===== src/rtl/ctrl_pkg.sv =====
// Shared control constants for the pipelined datapath: opcodes, funct codes, ALU codes and
// the per-stage control bundles carried by the pipeline registers.
package ctrl_pkg;

    localparam logic [5:0] OP_RTYPE = 6'h00;
    localparam logic [5:0] OP_LW    = 6'h23;
    localparam logic [5:0] OP_SW    = 6'h2B;
    localparam logic [5:0] OP_BEQ   = 6'h04;
    localparam logic [5:0] OP_J     = 6'h02;
    localparam logic [5:0] OP_ADDI  = 6'h08;
    localparam logic [5:0] OP_ANDI  = 6'h0C;
    localparam logic [5:0] OP_ORI   = 6'h0D;
    localparam logic [5:0] OP_SLTI  = 6'h0A;
    localparam logic [5:0] OP_BNE   = 6'h05;

    localparam logic [5:0] FUNCT_ADD = 6'h20;
    localparam logic [5:0] FUNCT_SUB = 6'h22;
    localparam logic [5:0] FUNCT_AND = 6'h24;
    localparam logic [5:0] FUNCT_OR  = 6'h25;
    localparam logic [5:0] FUNCT_XOR = 6'h26;
    localparam logic [5:0] FUNCT_NOR = 6'h27;
    localparam logic [5:0] FUNCT_SLT = 6'h2A;

    // Four-bit canonical codes; narrower ALUs take the low bits.
    localparam logic [3:0] ALU_AND = 4'b0000;
    localparam logic [3:0] ALU_OR  = 4'b0001;
    localparam logic [3:0] ALU_ADD = 4'b0010;
    localparam logic [3:0] ALU_SUB = 4'b0110;
    localparam logic [3:0] ALU_SLT = 4'b0111;
    localparam logic [3:0] ALU_NOR = 4'b1100;
    localparam logic [3:0] ALU_XOR = 4'b1101;

    typedef struct packed {
        logic regdst;
        logic alusrc;
        logic regwrite;
        logic memtoreg;
        logic memwrite;
        logic branch;
        logic bne;
        logic jump;
        logic zeroext;
    } ctrl_t;

    typedef struct packed {
        logic regdst;
        logic alusrc;
        logic regwrite;
        logic memtoreg;
        logic memwrite;
    } ex_ctrl_t;

    typedef struct packed {
        logic regwrite;
        logic memtoreg;
        logic memwrite;
    } mem_ctrl_t;

    typedef struct packed {
        logic regwrite;
        logic memtoreg;
    } wb_ctrl_t;

    function automatic ex_ctrl_t to_ex(input ctrl_t c);
        ex_ctrl_t r;
        r.regdst   = c.regdst;
        r.alusrc   = c.alusrc;
        r.regwrite = c.regwrite;
        r.memtoreg = c.memtoreg;
        r.memwrite = c.memwrite;
        return r;
    endfunction

    function automatic mem_ctrl_t to_mem(input ex_ctrl_t c);
        mem_ctrl_t r;
        r.regwrite = c.regwrite;
        r.memtoreg = c.memtoreg;
        r.memwrite = c.memwrite;
        return r;
    endfunction

    function automatic wb_ctrl_t to_wb(input mem_ctrl_t c);
        wb_ctrl_t r;
        r.regwrite = c.regwrite;
        r.memtoreg = c.memtoreg;
        return r;
    endfunction

endpackage


===== src/rtl/ctrl_decode.sv =====
// ID-stage main/ALU decoder: op + funct -> control bundle, ALU code and illegal flag.
// Illegal encodings drive every control and the ALU code to zero.
module ctrl_decode
    import ctrl_pkg::*;
#(
    parameter int unsigned ALUCTRL_W = 3,
    parameter int unsigned EXT_ISA   = 1
) (
    input  logic [5:0]           op_i,
    input  logic [5:0]           funct_i,
    output ctrl_t                ctrl_o,
    output logic [ALUCTRL_W-1:0] alu_o,
    output logic                 illegal_o
);

    localparam bit ExtEn  = (EXT_ISA != 0);
    localparam bit WideEn = (ALUCTRL_W == 4);

    always_comb begin
        ctrl_o    = '0;
        alu_o     = '0;
        illegal_o = 1'b0;
        case (op_i)
            OP_RTYPE: begin
                ctrl_o.regdst   = 1'b1;
                ctrl_o.regwrite = 1'b1;
                case (funct_i)
                    FUNCT_ADD: alu_o = ALUCTRL_W'(ALU_ADD);
                    FUNCT_SUB: alu_o = ALUCTRL_W'(ALU_SUB);
                    FUNCT_AND: alu_o = ALUCTRL_W'(ALU_AND);
                    FUNCT_OR:  alu_o = ALUCTRL_W'(ALU_OR);
                    FUNCT_SLT: alu_o = ALUCTRL_W'(ALU_SLT);
                    FUNCT_NOR: begin
                        if (WideEn) alu_o = ALUCTRL_W'(ALU_NOR);
                        else        illegal_o = 1'b1;
                    end
                    FUNCT_XOR: begin
                        if (WideEn) alu_o = ALUCTRL_W'(ALU_XOR);
                        else        illegal_o = 1'b1;
                    end
                    default:   illegal_o = 1'b1;
                endcase
            end
            OP_LW: begin
                ctrl_o.alusrc   = 1'b1;
                ctrl_o.regwrite = 1'b1;
                ctrl_o.memtoreg = 1'b1;
                alu_o           = ALUCTRL_W'(ALU_ADD);
            end
            OP_SW: begin
                ctrl_o.alusrc   = 1'b1;
                ctrl_o.memwrite = 1'b1;
                alu_o           = ALUCTRL_W'(ALU_ADD);
            end
            OP_BEQ: begin
                ctrl_o.branch = 1'b1;
                alu_o         = ALUCTRL_W'(ALU_SUB);
            end
            OP_J: ctrl_o.jump = 1'b1;
            OP_ADDI: begin
                ctrl_o.alusrc   = 1'b1;
                ctrl_o.regwrite = 1'b1;
                alu_o           = ALUCTRL_W'(ALU_ADD);
                illegal_o       = !ExtEn;
            end
            OP_ANDI: begin
                ctrl_o.alusrc   = 1'b1;
                ctrl_o.regwrite = 1'b1;
                ctrl_o.zeroext  = 1'b1;
                alu_o           = ALUCTRL_W'(ALU_AND);
                illegal_o       = !ExtEn;
            end
            OP_ORI: begin
                ctrl_o.alusrc   = 1'b1;
                ctrl_o.regwrite = 1'b1;
                ctrl_o.zeroext  = 1'b1;
                alu_o           = ALUCTRL_W'(ALU_OR);
                illegal_o       = !ExtEn;
            end
            OP_SLTI: begin
                ctrl_o.alusrc   = 1'b1;
                ctrl_o.regwrite = 1'b1;
                alu_o           = ALUCTRL_W'(ALU_SLT);
                illegal_o       = !ExtEn;
            end
            OP_BNE: begin
                ctrl_o.branch = 1'b1;
                ctrl_o.bne    = 1'b1;
                alu_o         = ALUCTRL_W'(ALU_SUB);
                illegal_o     = !ExtEn;
            end
            default: illegal_o = 1'b1;
        endcase
        if (illegal_o) begin
            ctrl_o = '0;
            alu_o  = '0;
        end
    end

endmodule


===== src/rtl/pipe_controller.sv =====
// Pipelined control unit: combinational ID decode feeding ID->EX, EX->MEM and MEM->WB
// control registers with hazard-unit stall/flush on the EX register.
module pipe_controller
    import ctrl_pkg::*;
#(
    parameter int unsigned ALUCTRL_W = 3,
    parameter int unsigned EXT_ISA   = 1
) (
    input  logic                 clk,
    input  logic                 rst_n,
    input  logic [5:0]           op_d,
    input  logic [5:0]           funct_d,
    input  logic                 stall_e,
    input  logic                 flush_e,
    output logic                 branch_d,
    output logic                 bne_d,
    output logic                 jump_d,
    output logic                 zeroext_d,
    output logic                 illegal_d,
    output logic                 regdst_e,
    output logic                 alusrc_e,
    output logic                 regwrite_e,
    output logic                 memtoreg_e,
    output logic                 memwrite_e,
    output logic [ALUCTRL_W-1:0] alucontrol_e,
    output logic                 regwrite_m,
    output logic                 memtoreg_m,
    output logic                 memwrite_m,
    output logic                 regwrite_w,
    output logic                 memtoreg_w
);

    ctrl_t                dec_ctrl;
    logic [ALUCTRL_W-1:0] dec_alu;

    ex_ctrl_t             ex_d, ex_q;
    logic [ALUCTRL_W-1:0] alu_e_d, alu_e_q;
    mem_ctrl_t            mem_d, mem_q;
    wb_ctrl_t             wb_d, wb_q;

    ctrl_decode #(
        .ALUCTRL_W (ALUCTRL_W),
        .EXT_ISA   (EXT_ISA)
    ) u_decode (
        .op_i      (op_d),
        .funct_i   (funct_d),
        .ctrl_o    (dec_ctrl),
        .alu_o     (dec_alu),
        .illegal_o (illegal_d)
    );

    always_comb begin
        ex_d    = ex_q;
        alu_e_d = alu_e_q;
        if (flush_e) begin
            ex_d    = '0;
            alu_e_d = '0;
        end else if (!stall_e) begin
            ex_d    = to_ex(dec_ctrl);
            alu_e_d = dec_alu;
        end
        // A held EX instruction must reach MEM only once, so MEM takes a bubble meanwhile.
        mem_d = (stall_e && !flush_e) ? '0 : to_mem(ex_q);
        wb_d  = to_wb(mem_q);
    end

    always_ff @(posedge clk or negedge rst_n) begin
        if (!rst_n) begin
            ex_q    <= '0;
            alu_e_q <= '0;
            mem_q   <= '0;
            wb_q    <= '0;
        end else begin
            ex_q    <= ex_d;
            alu_e_q <= alu_e_d;
            mem_q   <= mem_d;
            wb_q    <= wb_d;
        end
    end

    assign branch_d     = dec_ctrl.branch;
    assign bne_d        = dec_ctrl.bne;
    assign jump_d       = dec_ctrl.jump;
    assign zeroext_d    = dec_ctrl.zeroext;

    assign regdst_e     = ex_q.regdst;
    assign alusrc_e     = ex_q.alusrc;
    assign regwrite_e   = ex_q.regwrite;
    assign memtoreg_e   = ex_q.memtoreg;
    assign memwrite_e   = ex_q.memwrite;
    assign alucontrol_e = alu_e_q;

    assign regwrite_m   = mem_q.regwrite;
    assign memtoreg_m   = mem_q.memtoreg;
    assign memwrite_m   = mem_q.memwrite;

    assign regwrite_w   = wb_q.regwrite;
    assign memtoreg_w   = wb_q.memtoreg;

endmodule

===== config.mk =====
export PLATFORM = sky130hd
export DESIGN_NAME = pipe_controller
export DESIGN_NICKNAME = d
export VERILOG_FILES = /design/src/rtl/ctrl_pkg.sv /design/src/rtl/ctrl_decode.sv /design/src/rtl/pipe_controller.sv
export SDC_FILE = /design/constraint.sdc
export NUM_CORES = 1
export LEC_CHECK = 0
export ABC_CLOCK_PERIOD_IN_PS = 1000
export BUFFER_PORTS_ARGS = -buffer_cell sky130_fd_sc_hd__buf_2
export CAP_MARGIN = 20
export CORE_UTILIZATION = 25
export CTS_CLUSTER_SIZE = 10
export DETAILED_ROUTE_END_ITERATION = 10
export GPL_TIMING_DRIVEN = 0
export SYNTH_ARGS = -nofsm -noshare
export SYNTH_HDL_FRONTEND = slang
export SYNTH_SLANG_ARGS = --single-unit

===== constraint.sdc =====
create_clock -name clk -period 1 [get_ports clk]
set_input_delay 0 -clock clk [delete_from_list [all_inputs] [get_ports clk]]
set_output_delay 0 -clock clk [all_outputs]
set_load 0.005 [all_outputs]

-- Word-level counts from Yosys, hierarchy flattened
Cells that the tools add are included.
- bits in registers: 13
- input bits: 16
- output and inout port bits: 18
- logic and storage cells: 56
- equal/unequal tests: 15
- mux-type cells: 20
- reduce and logical (&&, ||, !) cells: 10
- operator list (cell ; number):
    $eq A6 B6 Y1 const B ; 7
    $eq A6 B4 Y1 const B ; 4
    $pmux W3 S5 ; 1
    $eq A6 B3 Y1 const B ; 2
    $mux W3 ; 4
    $pmux W3 S4 ; 1
    $reduce_or A6 Y1 ; 2
    $mux W1 ; 10
    $mux W5 ; 2
    $mux W9 ; 1
    $reduce_or A9 Y1 ; 1
    $eq A6 B2 Y1 const B ; 1
    $logic_not A6 Y1 ; 1
    $reduce_or A5 Y1 ; 1
    $reduce_or A2 Y1 ; 2
    $reduce_or A3 Y1 ; 1
    $ne A2 B1 Y1 const B ; 1
    $pmux W1 S2 ; 1
    $logic_and A1 B1 Y1 ; 1
    $logic_not A1 Y1 ; 1

-- Logic depth before layout (Yosys ltp)
Gate-level depths: netlist of the first run.
- depth in word-level cells: 7
- depth in mapped cells: 5
- depth with buffers taken out: 4

-- Hierarchy
From an unflattened synthesis of the first run, not the netlist that was laid out.
- cells, all modules: 93
- area total of the unflattened synthesis: 860.8 µm²
- by module, submodules not included (module ; instances ; cells an instance ; area an instance (µm²) ; sequential area each (µm²)):
    pipe_controller ; 1 ; 35 ; 490.5 ; 325.3
    ctrl_decode ; 1 ; 58 ; 370.4 ; 0.0

-- Least setup slack after synthesis of the first run
No wires, ideal clock.
- path type: input -> register
- start point: input port op_d[2]
- end point: register ex_q, in the netlist regdst_e
- setup time: 0.078 ns
- arrival time: 1.175 ns
- required time: 0.922 ns
- path slack: -0.253 ns
- cell stages on the path: 4
- buffers on the path: 0
- cells stage by stage: or4_4 -> nor3_4 -> or3b_1 -> a21oi_1
- longest elaborated chain between the ends: 6
- elaborated cells on any way between the ends: 16
- those cells by class: 9 x eq/ne; 5 x mux; 2 x reduce/logical
- RTL lines (item ; RTL line ; text):
    start: declaration ; pipe_controller.sv:11 ; input logic [5:0] op_d,
    $eq A6 B6 Y1, or another cell as far along ; ctrl_decode.sv:23 ; case (op_i)
    $reduce_or A9 Y1 (no source line) ; - ;
    $pmux W1 S2 ; ctrl_decode.sv:23 ;
    $mux W9 (*) ; ctrl_decode.sv:94 ; if (illegal_o) begin
    $mux W5 (*) ; pipe_controller.sv:58 ; end else if (!stall_e) begin
    $mux W5 (*) ; pipe_controller.sv:55 ; if (flush_e) begin
    end signal: assignment ; pipe_controller.sv:69 ; ex_q <= '0;
    end signal: assignment ; pipe_controller.sv:74 ; ex_q <= ex_d;
    end: declaration ; pipe_controller.sv:36 ; ex_ctrl_t ex_d, ex_q;
Every way passes the cells marked *; elsewhere a longest branch is shown, timed or not. The select of a mux whose other input is x is not followed.
A chain may end at the register's enable or synchronous reset.

-- Final worst setup path of the first run
- start point: input port op_d[3]
- end point: output port illegal_d
- longest elaborated chain between the ends: 3
- elaborated cells on any way between the ends: 12
- those cells by class: 9 x eq/ne; 1 x mux; 2 x reduce/logical
- RTL lines (item ; RTL line ; text):
    $eq A6 B6 Y1, or another cell as far along ; ctrl_decode.sv:23 ;
    $reduce_or A9 Y1 (no source line) ; - ;
    $pmux W1 S2 (*) ; ctrl_decode.sv:23 ;
    end: declaration ; pipe_controller.sv:19 ; output logic illegal_d,
Every way passes the cells marked *; elsewhere a longest branch is shown, timed or not.

==> results.md, run 1 <==
Final layout:
- The number of filler cells placed in the layout is 326.
- The finished layout holds 167 standard cells, fillers aside.
- The share of final-layout standard cells stronger than drive strength 1 is between 30% and 40%.
- In the final design database the tool counted 140 nets.
- Relative to the synthesized area, the layout overhead comes to 43.4%.
- The number of antenna diodes in the final layout is 0.

Pwr:
- The leakage power is between 0.5 and 0.6 nW.
- The peak ir drop on the vdd network is between 200 and 300 uV.
- The total power after layout is around 1.1 mW.
- Power spread over the standard cell area amounts to 946 nW/um^2.

Die:
- The die covers 3470 sq um.
- The total area inside the core boundary comes to approximately 3000 sq um.
- The number of core rows is 20.
- In this run the vertical extent of the chip is 58.9 microns.
- The horizontal extent of the die is about 60 microns.
- The number of placed I/O pins is 34.
- Once the floorplan was initialized, standard cells occupied between 20% and 30% of the core.

Drt:
- The DRC violation count after routing is 0.
- Wires add up to ~2.0 mm.
- Dividing the detail-routed wire length by the instance count gives between 10 and 15 microns.
- The detail route stage leaves a number of antenna-violating nets equal to 0.
- Across all layers, the routed design uses 811 vias.
- In the routed layout, each cell is associated on average with a via count of between 4 and 5.
- In this run, the number of DRC markers left after iteration 0 of detailed routing was 19.
- The pre-antenna-repair detailed-routing pass consisted of 4 iterations.

Clock network:
- Counting the buffers created by CTS gives 3.
- The clock drives 13 sinks.
- The tree is rooted in a sky130_fd_sc_hd__clkbuf_4.
- In this run the number of H-tree levels came out at 1.
- The number of buffers between clock root and the deepest sink is 2.
- The clock edge transition at the registers on the reported setup and hold paths is 0.08 ns.
- TritonCTS built the clock tree.
- The worst-skew pair later-pin latency is roughly 0.27 ns.

Logic synthesis:
- During synthesis, Yosys emitted a total of 0 warnings.
- The number of enable flip-flop cells after synthesis is 0.
- When the netlist entered floorplanning its net count stood at slightly above 100.
- The unique cell type count in the Yosys netlist is 38.
- The largest area contributor in the synthesized netlist is sky130_fd_sc_hd__dfrtp_1.
- After synthesis, the mean cell area works out to 9.52 sq um.
- The gate count of the mapped netlist is 85.
- The dominant register cell in the synthesized netlist is sky130_fd_sc_hd__dfrtp_1.
- The fraction of registers with async set/reset is between 90% and 100%.
- After synthesis the cells add up to 810 sq um.
- By area the synthesized netlist is led by sky130_fd_sc_hd__dfrtp_1 40%, sky130_fd_sc_hd__nor2_1 3.7%, sky130_fd_sc_hd__and2_1 3.1%.
- The top cell type by area accounts for 40.2% of the synthesized area.
- The share of the Yosys chip area taken by registers is between 40% and 50%.
- The synthesized flop and latch total is 13.
- In the post-synthesis netlist, the cell with the most instances is sky130_fd_sc_hd__dfrtp_1.
- By count the netlist is led by 13 x sky130_fd_sc_hd__dfrtp_1, 8 x sky130_fd_sc_hd__nor2_1, 4 x sky130_fd_sc_hd__and2_1, 4 x sky130_fd_sc_hd__clkbuf_1, 4 x sky130_fd_sc_hd__nand2b_1.

Status:
- The checks that failed: setup timing.
- The flow ran to the end, but the final reports show violations.

Setup path:
- The endpoint of the worst register-to-register path is memtoreg_e.
- For flop-to-flop paths, the worst setup slack is 0.24 ns.
- The number of buffers and inverters on the critical path is 2.
- The critical path launch point is op_d[3].
- The delay of the slowest cell on the worst path is between 0.5 and 0.6 ns.
- The number of logic stages on the critical path including buffering is 6.
- The arrival time at the worst endpoint is about 1.2 ns.
- In this run the worst path has a maximum fanout of 3.
- The category of the worst setup path launch point is an input pin.
- The worst register-to-register path has a depth of 2.
- Traced cell by cell, the critical path runs through buf_8, or4_4, nor3_4, a21oi_2, o211ai_1, buf_2.
- The library cell contributing the largest single delay on the critical path is sky130_fd_sc_hd__or4_4.
- Among cell families on the critical path, the largest total delay comes from simple AND/OR/NAND/NOR gates.
- The critical path in this run is classified as in -> out.
- The worst endpoint required time is 1.00 ns.
- The worst register-to-register path begins at memtoreg_e.
- STA classifies the critical path endpoint as a primary output.

Timing:
- Derived from the worst setup path, the maximum achievable clock frequency is 0.826 GHz.
- In the post-route analysis, the smallest setup slack over all paths is -0.211 ns.
- Measured against its own limit, the worst slew margin works out to between 70% and 80%.
- Setup repair after global routing could not meet its margin everywhere.
- Setup violations remaining at the end of the flow were counted as 6.
- The count of pins over their slew limit is 0.
- The largest clock skew in the final design is 0.000676 ns.
- Subtracting the final worst setup slack from the clock period gives about 1.2 ns.
- The worst slack on hold paths is ~0.072 ns.
- At the pin with the least slew margin, the transition time is 0.445 ns.
- The final number of hold-violating endpoints was 0.
- The post-route clock period utilization is 121%.

Global routing:
- The number of global-route vias before repair is around 730.
- Global routing used approximately an eighth of the available tracks.
- Entering global routing, the biggest net connects 14 pins.
- The final global-route overflow total is 0.
- The first global-routing pass estimated 3.12 mm of wire.
- The initial antenna violation count came to 0.

Placement:
- The number of port buffers is 31.
- Counting tap cells, the placed design contains a total of 160 instances.
- The detailed placer's ending HPWL is roughly 1.6 mm.
- At the end of routability-driven placement, the weighted congestion stood at between 0.6 and 0.7.

Worst hold path:
- The startpoint identified for the worst hold timing path is op_d[4].
- The path category of the worst min-delay check is in -> reg.
- The worst-case hold path end point is alucontrol_e[1].
- Counting instances, the worst hold path has a depth of 3.

Flow run:
- The max-capacitance violation count is 0.
-- stage by stage --
stage               setup slack [ns]  TNS (ns)  util [%]  area (sq um)
CTS                           -0.167    -0.727      36.7          1120
detailed placement            -0.491     -2.75      34.1          1040
global route                  -0.270     -1.27      38.0          1160
floorplan                     -0.253     -1.07         -           832
global placement              -0.475     -2.55      34.1          1040
finish                        -0.211    -0.885      38.0          1160
-- per-layer routing --
layer  share of wire, %  vias up  wire (microns)  track usage [%]
met5                  0        -               0                0
li1                   -      397               -                -
met1                 44      385             874             13.9
met3                5.7        2             114             1.98
met4               0.60        0              12             5.10
met2                 50       27             993             21.1
-- report_power, final --
group,switching [mW],internal (mW)
clock,0.160,0.154
sequential,0.00489,0.535
combinational,0.130,0.115
-- worst min-delay path: stages --
cell                       delay (ns)
sky130_fd_sc_hd__buf_6           0.10
sky130_fd_sc_hd__o21bai_1        0.12
sky130_fd_sc_hd__a221oi_1        0.07
-- placed cells by master, fill, tap and decap left out, drive strengths merged, types with 3 or more instances in the layout --
master / n
nor2b: 3
and2: 4
clkbuf: 7
dfrtp: 13
nand3b: 3
nand2b: 4
a31oi: 3
nor2: 8
buf: 35
a21oi: 3
nor3: 3
inv: 3
-- what timing repair did --
| action | in CTS | in global routing |
|---|---|---|
| pin swaps | 4 | 5 |
| resized for setup | 8 | 12 |
| endpoints found under the hold margin | 14 | 0 |
| buffers inserted | 1 | 0 |
| setup endpoints to repair | 8 | 9 |
| gates cloned | 0 | 0 |
| hold buffers | 2 | 0 |
-- how the worst max path moves through the flow --
stage                                  to
after floorplan                  regdst_e
after global placement    alucontrol_e[0]
after detailed placement  alucontrol_e[0]
after CTS                 alucontrol_e[1]
after global routing            illegal_d
final                           illegal_d
-- logic make-up (layout without fill, tap and decap cells) --
logic type             after synthesis  count (layout)  share of synthesized area, %
and+or+nand+nor                     40              40                          34.6
DFF                                 13              13                          40.2
muxes                                1               1                          1.24
buffers and inverters                9              47                          4.33
AOI/OAI and AO/OA                   22              22                          19.6
-- layout make-up --
cell class	count	area, sq um	area share [%]
Multi-Input combinational cell	63	489	42.1
Inverter	3	11.3	0.970
Tap cell	44	55.1	4.74
Clock buffer	4	26.3	2.26
Sequential cell	13	325	28.0
Timing Repair Buffer	34	209	18.0
Buffer	6	45.0	3.88
-- sequential cells by signal, indices dropped and copies added, names as in the netlist --
| register | cells |
|---|---|
| alucontrol_e | 3 |
| alusrc_e | 1 |
| memtoreg_e | 1 |
| memtoreg_m | 1 |
| memtoreg_w | 1 |
| memwrite_e | 1 |
| memwrite_m | 1 |
| regdst_e | 1 |
| regwrite_e | 1 |
| regwrite_m | 1 |
| regwrite_w | 1 |
(Power assumes the default switching activity.)
==> run 2, diff against run 1 <==
- ABC_AREA: default -> 1
- CORE_MARGIN: default -> 2
==> run 2 against run 1 <==
Compared with the run above: the flow now finishes without violations; combinational power is 36% lower; global-route usage is 2.0 points lower; sequential share of layout area is 4.2 points higher; fmax is 35% higher; setup slack better by 0.32 ns; utilization is 4.1 points lower; flip-flop and latch count stayed put; register-to-register slack better by 0.11 ns; via count is 6.8% lower; count of clock-buffer cells in the layout stayed put; first-iteration DRC count is 5.3% higher; sequential power is 1% lower; critical path type unchanged; highest routed layer is now met3.
==> results.md, run 2 <==
Status:
- Run status: finished clean (was finished with violations).

Drt:
- The via count of the routed design is 756 (was 811).
- The DRC violation count after routing is 0 (unchanged).
- The first-pass iteration count of the detailed router was 4 (unchanged).
- The sum of routed wire length over all layers is 1.65 mm (was 2.00 mm).
- The via density per instance is 4.32 (was 4.86).
- The number of routed nets with antenna violations is 0 (unchanged).
- The post-detailed-route wirelength per cell was 9.43 microns (was 11.9 microns).
- The number of design-rule violations left by the first detailed-router iteration is 20 (was 19).

Placement:
- The post-detailed-placement cell area came to 970 sq um (was 1040 sq um).
- The detailed placer's ending HPWL is 1.42 mm (was 1.56 mm).
- The global placer's final weighted congestion is 0.810 (was 0.678).
- The pre-CTS setup slack is 0.0452 ns (was -0.491 ns).
- The number of port buffers was 33 (was 31).

Global routing:
- The global-route total usage across every layer is 9.84% (was 11.9%).
- The initial antenna violation count is 0 (unchanged).
- The wire length of the first global-routing pass is 2.66 mm (was 3.12 mm).
- The final global-route overflow total is 0 (unchanged).
- The maximum number of pins on one net before global-route repair is 14 (unchanged).
- The number of global-route vias before repair is 689 (was 728).

Setup path:
- The depth of the most critical reg-to-reg path is 2 (unchanged).
- The kind of end point of the critical path is a primary output (unchanged).
- The reg-to-reg startpoint is alucontrol_e[0] (was memtoreg_e).
- The worst-case register-to-register setup slack is 0.35 ns (was 0.24 ns).
- The category of the worst setup path launch point was an input pin (unchanged).
- The arrival time at the worst endpoint is 0.90 ns (was 1.21 ns).
- The endpoint of the worst register-to-register path is alucontrol_e[0] (was memtoreg_e).
- The library cell contributing the largest single delay on the critical path is sky130_fd_sc_hd__nor2_4 (was sky130_fd_sc_hd__or4_4).
- The worst endpoint required time is 1.00 ns (about the same).
- The delay of the slowest cell on the worst path is 0.21 ns (was 0.58 ns).
- The critical-path maximum fanout is 6 (was 3).
- Sequence of cells on the critical path: buf_2, nor2_4, nand3_1, nand2_2, nor2_2, nand2_2, nand2_1, buf_2 (was buf_8, or4_4, nor3_4, a21oi_2, o211ai_1, buf_2).
- The category of the critical setup timing path is in -> out (unchanged).

Clock network:
- The number of buffers inserted during clock tree synthesis is 3 (unchanged).
- The maximum level of the CTS H-tree was 1 (unchanged).
- The number of buffers inserted by post-CTS setup repair came to 0 (was 1).
- The clock root buffer is sky130_fd_sc_hd__clkbuf_4 (unchanged).
- The number of buffers between clock root and the deepest sink was 2 (unchanged).
- The number of sinks handled by clock tree synthesis was 13 (unchanged).
- The worst-skew pair later-pin latency is 0.26 ns (was 0.27 ns).
- The clock edge transition at the registers on the reported setup and hold paths is 0.08 ns (about the same).
- The clock tree from TritonCTS is built (unchanged).

Final layout:
- The flip-flop count of the largest register after layout came to 3 (unchanged).
- The layout-stage area growth over the synthesis result came to 32.5% (was 43.4%).
- The final design area excluding fillers is 1010 sq um (was 1160 sq um).
- The post-layout net count is 159 (was 140).
- The commonest non-fill, non-tap cell in the layout is sky130_fd_sc_hd__buf_2 (unchanged).
- The share of final-layout standard cells stronger than drive strength 1 is 40.1% (was 39.8%).
- The number of antenna repair diodes is 0 (unchanged).
- The sequential standard cell area was 325 sq um (unchanged).
- Most frequent cells in the layout: 33 x sky130_fd_sc_hd__buf_2, 21 x sky130_fd_sc_hd__nand2_1, 18 x sky130_fd_sc_hd__nor2_1 (was 29 x sky130_fd_sc_hd__buf_2, 13 x sky130_fd_sc_hd__dfrtp_1, 7 x sky130_fd_sc_hd__nor2_1).
- The combined area of the multi-input logic cells is 372 sq um (was 489 sq um).
- The number of filler cells placed in the layout is 326 (unchanged).

Die:
- The effective utilization at floorplan is 25.6% (was 26.5%).
- The horizontal extent of the die was 59.3 microns (was 58.9 microns).
- The number of placed I/O pins was 34 (unchanged).
- The die height is 59.3 microns (was 58.9 microns).
- The number of core rows came to 20 (unchanged).
- The core area came to 2980 sq um (was 3050 sq um).
- The die footprint is 3510 sq um (was 3470 sq um).

Logic synthesis:
- The number of enable flip-flop cells after synthesis was 0 (unchanged).
- The unique cell type count in the Yosys netlist was 17 (was 38).
- The dominant register cell in the synthesized netlist is sky130_fd_sc_hd__dfrtp_1 (unchanged).
- The post-synthesis average cell area is 7.34 sq um (was 9.52 sq um).
- The synthesized flop and latch total was 13 (unchanged).
- The most repeated cell in the gate-level netlist after synthesis is sky130_fd_sc_hd__nand2_1 (was sky130_fd_sc_hd__dfrtp_1).
- The gate count of the mapped netlist is 104 (was 85).
- The synthesized net count came to 120 (was 101).
- List of most frequent post-synthesis cells: 21 x sky130_fd_sc_hd__nand2_1, 18 x sky130_fd_sc_hd__nor2_1, 15 x sky130_fd_sc_hd__inv_1 (was 13 x sky130_fd_sc_hd__dfrtp_1, 8 x sky130_fd_sc_hd__nor2_1, 4 x sky130_fd_sc_hd__and2_1, 4 x sky130_fd_sc_hd__clkbuf_1, 4 x sky130_fd_sc_hd__nand2b_1).
- The largest area contributor in the synthesized netlist is sky130_fd_sc_hd__dfrtp_1 (unchanged).
- The sequential fraction of the synthesis area is 42.6% (was 40.2%).
- The area of the mapped netlist is 763 sq um (was 810 sq um).
- The fraction of registers with async set/reset is 100% (unchanged).
- The top cell type's share of synthesized area was 42.6% (was 40.2%).
- The total of warnings raised by yosys is 0 (unchanged).
- Top post-synthesis cells by area: sky130_fd_sc_hd__dfrtp_1 43%, sky130_fd_sc_hd__nand2_1 10%, sky130_fd_sc_hd__nor2_1 8.9% (was sky130_fd_sc_hd__dfrtp_1 40%, sky130_fd_sc_hd__nor2_1 3.7%, sky130_fd_sc_hd__and2_1 3.1%).

Timing:
- The post-route clock period utilization is 89.6% (was 121%).
- The count of pins over their slew limit was 0 (unchanged).
- The post-route setup TNS was 0 ns (was -0.885 ns).
- The final count of negative-setup-slack endpoints is 0 (was 6).
- The final number of hold-violating endpoints is 0 (unchanged).
- The largest clock skew in the final design is 0.000442 ns (was 0.000676 ns).
- The worst slack on hold paths is 0.0224 ns (was 0.0721 ns).
- The shortest clock period the worst path allows after layout is 0.896 ns (was 1.21 ns).
- The slew at the pin closest to its max-slew limit came to 0.352 ns (was 0.445 ns).
- The max-slew headroom at the worst pin is 76.5% (was 70.3%).
- The maximum achievable frequency is 1.12 GHz (was 0.826 GHz).
- The final critical-path setup slack is 0.104 ns (was -0.211 ns).

Pwr:
- The clock share of power is 31.3% (was 28.6%).
- The share of total power in combinational logic is 15.5% (was 22.2%).
- The reported net switching power is 0.261 mW (was 0.294 mW).
- The leakage power came to 0.600 nW (was 0.545 nW).
- The fraction of power consumed by sequential logic is 53.2% (was 49.2%).
- The internal power is 0.742 mW (was 0.804 mW).
- The peak ir drop on the vdd network was 363 uV (was 272 uV).
- The total power after layout is 1.00 mW (was 1.10 mW).
- The areal power density over the cells is 992 nW/um^2 (was 946 nW/um^2).
- The fraction of power spent switching nets was 26.0% (was 26.8%).

Worst hold path:
- The depth of the worst hold-timing path is 3 (unchanged).
- The path category of the worst min-delay check is in -> reg (unchanged).
- The critical hold path startpoint is funct_d[0] (was op_d[4]).
- The worst-case hold path end point is alucontrol_e[0] (was alucontrol_e[1]).

Flow run:
- The max-capacitance violation count is 0 (unchanged).
==> run 2: stage by stage <==
stage               utilization [%]  instances
floorplan                         -        104
global placement               32.6        170
detailed placement             32.6        170
CTS                            33.8        175
global route                   33.9        175
finish                         33.9        175
==> run 2: timing repair <==
item,in CTS,in global routing
setup endpoints to repair,0,1
hold buffers,1,0
resized for setup,0,1
endpoints found under the hold margin,13,0
==> run 2: worst max-delay path by stage <==
| stage | startpoint | endpoint | slack [ns] | cells past startpoint |
|---|---|---|---|---|
| finish | op_d[4] | illegal_d | 0.10 | 8 |
| detailed placement | op_d[4] | regdst_e | 0.05 | 8 |
| global route | op_d[4] | illegal_d | -0.004 | 8 |
| floorplan | op_d[0] | regdst_e | 0.27 | 6 |
| CTS | op_d[4] | illegal_d | 0.06 | 8 |
| global placement | op_d[0] | regdst_e | 0.07 | 7 |
==> run 2: critical path: cells and delay by family <==
family                 cells  cell delay, ns
and+or+nand+nor            6            0.66
buffers and inverters      2            0.24
==> run 2: layer usage <==
metal  vias to the layer above  share of wire, %  global-route usage, %
met3                         0               4.7                   2.40
met4                         0                 0                   2.92
met1                       337                45                   11.5
met2                        19                51                   17.6
li1                        400                 -                      -
met5                         -                 0                      0
==> run 2: final cells by class <==
class | instances | area share (%)
Clock buffer | 4 | 2.60
Inverter | 19 | 7.05
Multi-Input combinational cell | 72 | 36.8
Sequential cell | 13 | 32.2
Tap cell | 33 | 4.08
Timing Repair Buffer | 34 | 17.3
==> run 2: cells by family (layout without fill, tap and decap cells) <==
| kind of cell | count (synthesis) | count (layout) | share of synthesized area (%) |
|---|---|---|---|
| AND/OR/NAND/NOR | 65 | 65 | 42.8 |
| flip-flops | 13 | 13 | 42.6 |
| buffers and inverters | 19 | 57 | 9.34 |
| AO/OA/AOI/OAI | 7 | 7 | 5.25 |
==> run 2: power groups by stage <==
stage / clock network [mW] / registers [mW] / logic [mW]
CTS: 0.323 / 0.534 / 0.158
floorplan: 0 / 0.546 / 0.0750
global placement: 0 / 0.545 / 0.150
finish: 0.314 / 0.534 / 0.155
detailed placement: 0 / 0.545 / 0.154
global route: 0.347 / 0.535 / 0.177
